### config.mk
export PLATFORM = sky130hd
export DESIGN_NAME = period_meter
export DESIGN_NICKNAME = d
export VERILOG_FILES = /design/src/rtl/period_meter.sv
export SDC_FILE = /design/constraint.sdc
export NUM_CORES = 1
export LEC_CHECK = 0
export ABC_CLOCK_PERIOD_IN_PS = 7050
export CAP_MARGIN = 20
export CORE_ASPECT_RATIO = 1.25
export CORE_MARGIN = 5
export CORE_UTILIZATION = 54
export CTS_BUF_LIST = sky130_fd_sc_hd__clkbuf_4
export CTS_CLUSTER_DIAMETER = 30
export DETAILED_ROUTE_END_ITERATION = 10
export PLACE_DENSITY = 0.83
export SYNTH_ARGS = -nofsm -noshare
export SYNTH_HDL_FRONTEND = slang
export SYNTH_SLANG_ARGS = --single-unit
### constraint.sdc
create_clock -name clk -period 7.05 [get_ports clk]
set_clock_uncertainty 0.15 [all_clocks]
set_input_delay 1.41 -clock clk [delete_from_list [all_inputs] [get_ports clk]]
set_output_delay 1.41 -clock clk [all_outputs]
set_load 0.005 [all_outputs]
### src/rtl/period_meter.sv
// period_meter: rise-to-rise period and high-phase timer of an async square wave; high_time only with PERIOD_METER_DUTY_EN
module period_meter #(
    parameter int MAX_PERIOD = 100_000_000
) (
    input  logic        clk,
    input  logic        rst,
    input  logic        in,
    output logic [27:0] period,
    output logic [27:0] high_time,
    output logic        valid,
    output logic        timeout
);
    typedef enum logic {IDLE, MEASURE} state_t;
    localparam logic [27:0] LAST = 28'(MAX_PERIOD - 1);
    state_t state, state_n;
    logic in_m, in_s, in_d, rise, meas, expire, run;
    logic [27:0] cnt;
    assign rise = in_s & ~in_d;
    assign run = (state == MEASURE) && !rise && !expire;
    always_ff @(posedge clk) begin
        if (rst) begin
            in_m <= 1'b0;
            in_s <= 1'b0;
            in_d <= 1'b0;
        end else begin
            in_m <= in;
            in_s <= in_m;
            in_d <= in_s;
        end
    end
    always_ff @(posedge clk)
        state <= rst ? IDLE : state_n;
    always_comb begin
        meas    = (state == MEASURE) && rise;
        expire  = (state == MEASURE) && !rise && (cnt == LAST);
        state_n = rise ? MEASURE : (expire ? IDLE : state);
    end
    always_ff @(posedge clk) begin
        if (rst) begin
            cnt     <= '0;
            period  <= '0;
            valid   <= 1'b0;
            timeout <= 1'b0;
        end else begin
            valid   <= meas;
            cnt     <= rise ? 28'd0 : (run ? cnt + 28'd1 : cnt);
            period  <= meas ? cnt + 28'd1 : period;
            timeout <= meas ? 1'b0 : (expire ? 1'b1 : timeout);
        end
    end
`ifdef PERIOD_METER_DUTY_EN
    logic [27:0] hcnt;
    always_ff @(posedge clk) begin
        if (rst) begin
            hcnt      <= '0;
            high_time <= '0;
        end else begin
            hcnt      <= rise ? 28'd1 : ((run && in_s) ? hcnt + 28'd1 : hcnt);
            high_time <= meas ? hcnt : high_time;
        end
    end
`else
    assign high_time = '0;
`endif
endmodule

==> results of run 1 <==
-- final timing paths --
path         cells after the start  slack [ns]       from        end
max reg2reg                      7        4.03     cnt[0]    cnt[13]
min reg2reg                      2        0.31  period[4]  period[4]
min                              2        0.31  period[4]  period[4]
max                              5        3.92        rst    cnt[21]
-- flip-flops by register name, indices dropped and copies added, names as in the netlist --
signal and flops:
cnt 28, period 28, in_d 1, in_m 1
in_s 1, state 1, timeout 1, valid 1
-- worst min-delay path, stage by stage, from the launching register on --
cell and delay, ns:
dfxtp_1 0.34, nand2_1 0.04, o21ai_0 0.05
-- layout make-up --
class,count,area (sq um),share of cell area [%]
diodes,1,2.502,0.07321
clock buffers,9,67.56,1.977
clock inverters,7,78.83,2.306
inverters,3,11.26,0.3294
multi-input cells,280,1587,46.41
flip-flops and latches,62,1241,36.31
well taps,64,80.08,2.343
repair buffers,35,350.3,10.25
-- through the flow --
stage               worst slack [ns]  utilization [%]  instance area [sq um]
finish                         3.916            62.37                   3418
global route                   3.814            62.37                   3418
CTS                            3.790            62.05                   3401
detailed placement             3.358            59.38                   3254
global placement               3.424            59.38                   3254
floorplan                      4.416                -                   3161
-- placed cells by master, fill, tap and decap left out, types with 10 or more instances in the layout --
master           instances
nor2_1                  10
or3_1                   20
a21oi_1                 25
nand2_1                 47
conb_1                  28
o21ai_0                 44
dfxtp_1                 62
clkdlybuf4s50_1         32
xor2_1                  18
nand4_1                 13
nand3_1                 11
-- kinds of logic after synthesis --
logic type,Yosys count,share of synthesized area [%]
adder cells (fa/ha/maj),1,0.4089
other,1,0.1226
buffers and inverters,54,11.00
flip-flops,62,40.57
AO/OA/AOI/OAI,85,15.54
XOR/XNOR,26,7.444
AND/OR/NAND/NOR,140,24.91
-- where the power goes --
part	leakage (nW)	switching (W)	total, W	internal [W]
combinational	0.553	0.0000172	0.0000231	0.00000589
sequential	0.500	0.00000120	0.000353	0.000351
clock	0.0775	0.000123	0.000261	0.000138
total	1.13	0.000141	0.000637	0.000496
-- routing by layer --
layer  share of wire (%)  GRT usage, %  up-vias
li1                    -             -     1284
met1                  41         19.09     1196
met5                   0             0        -
met4                 1.8         9.169        0
met3                 6.5         4.511        9
met2                  50         28.93       76
==> results.json, run 1 <==
{
  "relSlewSlack_pct": 54.03,
  "grt-ovfl-total": 0,
  "status": "finished, final reports clean",
  "worst_skew_pair.late_latency_ns": 0.40,
  "core_sq_um": 5480,
  "totalPowerFinal_w": 0.0006368,
  "worstPathMaxFanout": 15,
  "crit_chain": "clkdlybuf4s50_1 -> nand2b_1 -> buf_8 -> or4_1 -> nand2_1",
  "cts_root_buf": "clkbuf_4",
  "crit_family": "simple AND/OR/NAND/NOR gates",
  "syn_to_final_growth_pct": 11.74,
  "fin_crit_ns": 3.134,
  "fin_nets": 395,
  "netlist_top_cells_area": "dfxtp_1, o21ai_0, buf_4",
  "grt_pass1_vias": 2286,
  "nFillCells": 486,
  "cpPeakStageDelay_ns": 0.53,
  "rsz0062_at_grt": "no",
  "leakage_nw": 1.130,
  "synth_cell_types": 45,
  "synth.top_cells.by_count": "dfxtp_1, nand2_1, o21ai_0, buf_4, a21oi_1",
  "post-cts-setup-buffer-count": 0,
  "stdcell_count": 461,
  "yosysTopAreaCellShare_pct": 40.57,
  "worst_pin_slew_ns": 0.6895,
  "clk_path_buf_depth": 2,
  "dp_hpwl_mm": 4.230,
  "synth_edf_count": 0,
  "hp-class": "flop to flop",
  "drive_gt1_share_pct": 6.313,
  "die_area_sq_um": 7280,
  "finalWirelength_mm": 6.025,
  "crit_type": "input port to flop",
  "cts_resized": 0,
  "hold_buffers": 0,
  "yosysMostFrequentCell": "dfxtp_1",
  "drv_cap": 0,
  "async_reset_ff_share_pct": 0,
  "std_cell_rows": 30,
  "final-max-slew-violation-count": 0,
  "grt_max_degree": 30,
  "hold_viol": 0,
  "dp.cells": 443,
  "path_buf_inv": 2,
  "gp_congestion": 0.9475,
  "via_per_inst": 5.564,
  "setup_tns_ns": 0,
  "synth_seq_cells": 62,
  "arrival_ns": 3.34,
  "timing.fmax_mhz": 319.1,
  "dr.pass1.iters": 4,
  "ir_drop_uv": 129.3,
  "clk_pin_slew_ns": 0.10,
  "syn_area_sq_um": 3059,
  "start_util_pct": 55.82,
  "grt_usage_pct": 16.96,
  "worstPathRequired_ns": 7.25,
  "die_h_um": 94.15,
  "powerDensity_nw_per_um2": 186.3,
  "cts_buffers": 9,
  "yosysTopAreaCell": "dfxtp_1",
  "h-tree-depth": 3,
  "setup_viol": 0,
  "crit_slowest_cell": "clkdlybuf4s50_1",
  "period_share_pct": 44.45,
  "synthFlopType": "dfxtp_1",
  "drc": 0,
  "postRouteAntennaNets": 0,
  "grt_pass1_wl_mm": 10.04,
  "whs_ns": 0.3078,
  "cts_tree": "built",
  "ys.warnings.count": 0,
  "startpoint_type": "input port",
  "num_vias": 2565,
  "postSynthCellCount": 369,
  "synth_seq_area_share_pct": 40.57,
  "crit_path_end_kind": "flop",
  "antenna_found_initial": 1,
  "first_iter_violations": 174,
  "io_buffers": 32,
  "cts_sinks": 62,
  "num_io_pins": 61,
  "wl_per_cell_um": 13.07,
  "synth.avg_cell_area_sq_um": 8.290,
  "die_x_um": 77.32
}
(Power assumes the default switching activity.)
==> run 2: changes to the inputs <==
==> config.mk (replaced) <==
export PLATFORM = sky130hd
export DESIGN_NAME = period_meter
export DESIGN_NICKNAME = d
export VERILOG_FILES = /design/src/rtl/period_meter.sv
export SDC_FILE = /design/constraint.sdc
export NUM_CORES = 1
export LEC_CHECK = 0
export ABC_CLOCK_PERIOD_IN_PS = 2770
export CAP_MARGIN = 20
export CORE_ASPECT_RATIO = 1.25
export CORE_MARGIN = 5
export CORE_UTILIZATION = 48
export CTS_BUF_LIST = sky130_fd_sc_hd__clkbuf_4
export CTS_CLUSTER_DIAMETER = 30
export DETAILED_ROUTE_END_ITERATION = 10
export PLACE_DENSITY = 0.78
export SYNTH_ARGS = -nofsm -noshare
export SYNTH_HDL_FRONTEND = slang
export SYNTH_SLANG_ARGS = --single-unit
==> constraint.sdc (replaced) <==
create_clock -name clk -period 2.77 [get_ports clk]
set_clock_uncertainty 0.15 [all_clocks]
set_input_delay 0.554 -clock clk [delete_from_list [all_inputs] [get_ports clk]]
set_output_delay 0.554 -clock clk [all_outputs]
set_load 0.005 [all_outputs]
==> run 2 against run 1 <==
Net effect: critical path type is now flop to flop; first-iteration DRC count shrank 27%; worst hold slack lost 0.0081 ns; sequential cell count is the same; design area grew 2.5%; sequential share of layout area shrank 0.87 points; final cell count grew 5.2%; clock power grew to 3.0 times the previous value; global-route usage grew 0.36 points.
==> results.json, run 2 (synthesis results as in run 1) <==
{
  "hold_viol": 0,
  "h-tree-depth": 3,
  "dr.pass1.iters": 4,
  "n_antenna_cell": 0,
  "dp_hpwl_mm": 4.648,
  "timing.fmax_mhz": 397.5,
  "switching_share_pct": 21.74,
  "cts_buffers": 9,
  "relSlewSlack_pct": 61.74,
  "num_vias": 2593,
  "status": "finished, final reports clean",
  "final.setup.worst_slack_ns": 0.2540,
  "final_common_cell": "dfxtp_1",
  "grt_usage_pct": 17.33,
  "cts_tree": "built",
  "grt_pass1_vias": 2472,
  "wl_per_cell_um": 13.32,
  "core_sq_um": 6206,
  "p_switching_w": 0.0003788,
  "rsz0062_at_grt": "no",
  "postRouteAntennaNets": 0,
  "antenna_found_initial": 0,
  "worstPathRequired_ns": 2.97,
  "setup_tns_ns": 0,
  "largestRegisters": "cnt x28, period x28",
  "detailedPlace.worstSlack_ns": 0.2439,
  "drv_cap": 0,
  "worstPathMaxFanout": 10,
  "grt-ovfl-total": 0,
  "arrival_ns": 2.72,
  "gp_congestion": 0.8834,
  "period_share_pct": 90.83,
  "grt_max_degree": 38,
  "leakage_nw": 1.167,
  "p_comb_share_pct": 3.5,
  "drive_gt1_share_pct": 8.250,
  "die_x_um": 81.41,
  "internal_power_w": 0.001363,
  "nFillCells": 584,
  "worst_pin_slew_ns": 0.5687,
  "startpoint_type": "flop",
  "pwr-share-seq_pct": 51.5,
  "worst_skew_pair.late_latency_ns": 0.41,
  "post-cts-setup-buffer-count": 0,
  "start_util_pct": 49.29,
  "clk_path_buf_depth": 2,
  "whs_ns": 0.2997,
  "cts_sinks": 62,
  "ir_drop_uv": 358.8,
  "cts_root_buf": "clkbuf_4",
  "final-max-slew-violation-count": 0,
  "first_iter_violations": 127,
  "hp-class": "flop to flop",
  "num_io_pins": 61,
  "drc": 0,
  "finalWirelength_mm": 6.462,
  "post-route-util_pct": 56.43,
  "via_per_inst": 5.346,
  "powerDensity_nw_per_um2": 497.4,
  "most-common-layout-cells": "dfxtp_1, nand2_1, o21ai_0",
  "clk_pin_slew_ns": 0.10,
  "fin_crit_ns": 2.516,
  "die_area_sq_um": 8080,
  "std_cell_rows": 32,
  "crit_type": "flop to flop",
  "setup_viol": 0,
  "syn_to_final_growth_pct": 14.48,
  "grt_pass1_wl_mm": 10.99,
  "crit_path_end_kind": "flop",
  "clkPwrFrac_pct": 45.0,
  "hold_buffers": 0,
  "io_buffers": 32,
  "fin_nets": 399,
  "die_h_um": 99.26
}
[run 2: changes by cell type in the layout (fill, tap and decap cells not counted)]
| cell | delta |
|---|---|
| buf_8 | -1 |
| bufinv_16 | +1 |
| diode_2 | -1 |
| clkinv_4 | +1 |
| buf_6 | +1 |
| clkinv_2 | +2 |
| clkinv_1 | -4 |
| buf_4 | +4 |
[run 2: repair_timing]
action	in CTS	in global routing
resized for setup	0	1
setup endpoints to repair	0	1
hold endpoints to repair	0	0
[run 2: layout make-up]
type / count / area, sq um / area share, %
inverter: 3 / 11.26 / 0.3215
clock buffer: 9 / 67.56 / 1.929
timing repair buffer: 39 / 376.6 / 10.75
clock inverter: 7 / 112.6 / 3.215
sequential: 62 / 1241 / 35.44
tap: 85 / 106.4 / 3.037
multi-input combinational: 280 / 1587 / 45.30
[run 2: worst max-delay path, cell delays in order (launching register included)]
cell	delay (ns)
dfxtp_1	0.41
ha_1	0.26
nand3_2	0.22
or3_1	0.53
o31a_1	0.46
a211oi_1	0.28
a31o_2	0.15
[run 2: path summary, 6_finish.rpt]
path         startpoint  endpoint  slack [ns]  depth (start not counted)
max              cnt[0]   cnt[19]        0.25                          6
min reg2reg        in_m      in_s        0.30                          1
max reg2reg      cnt[0]   cnt[19]        0.25                          6
min                in_m      in_s        0.30                          1
[run 2: layer usage]
layer,wire (um),global-route usage [%],part of all wire [%]
met5,0,0,0
met4,148,9.103,2.3
met3,399,3.895,6.2
met2,3235,28.48,50
met1,2678,20.69,41
[run 2: power groups by stage]
stage | clock [W] | combinational, W | sequential, W
2_1_floorplan | 0 | 0.0000735 | 0.000917
3_3_place_gp | 0 | 0.0000576 | 0.000918
3_5_place_dp | 0 | 0.0000591 | 0.000918
4_1_cts | 0.000796 | 0.0000593 | 0.000898
5_1_grt | 0.000847 | 0.0000691 | 0.000898
6_report | 0.000784 | 0.0000610 | 0.000897
[run 2: metrics by stage]
stage	cells	total power, W	instance area [sq um]
global placement	469	0.0009756	3318
finish	485	0.001742	3502
global route	485	0.001814	3502
CTS	485	0.001753	3498
detailed placement	469	0.0009772	3318
floorplan	396	0.0009909	3161
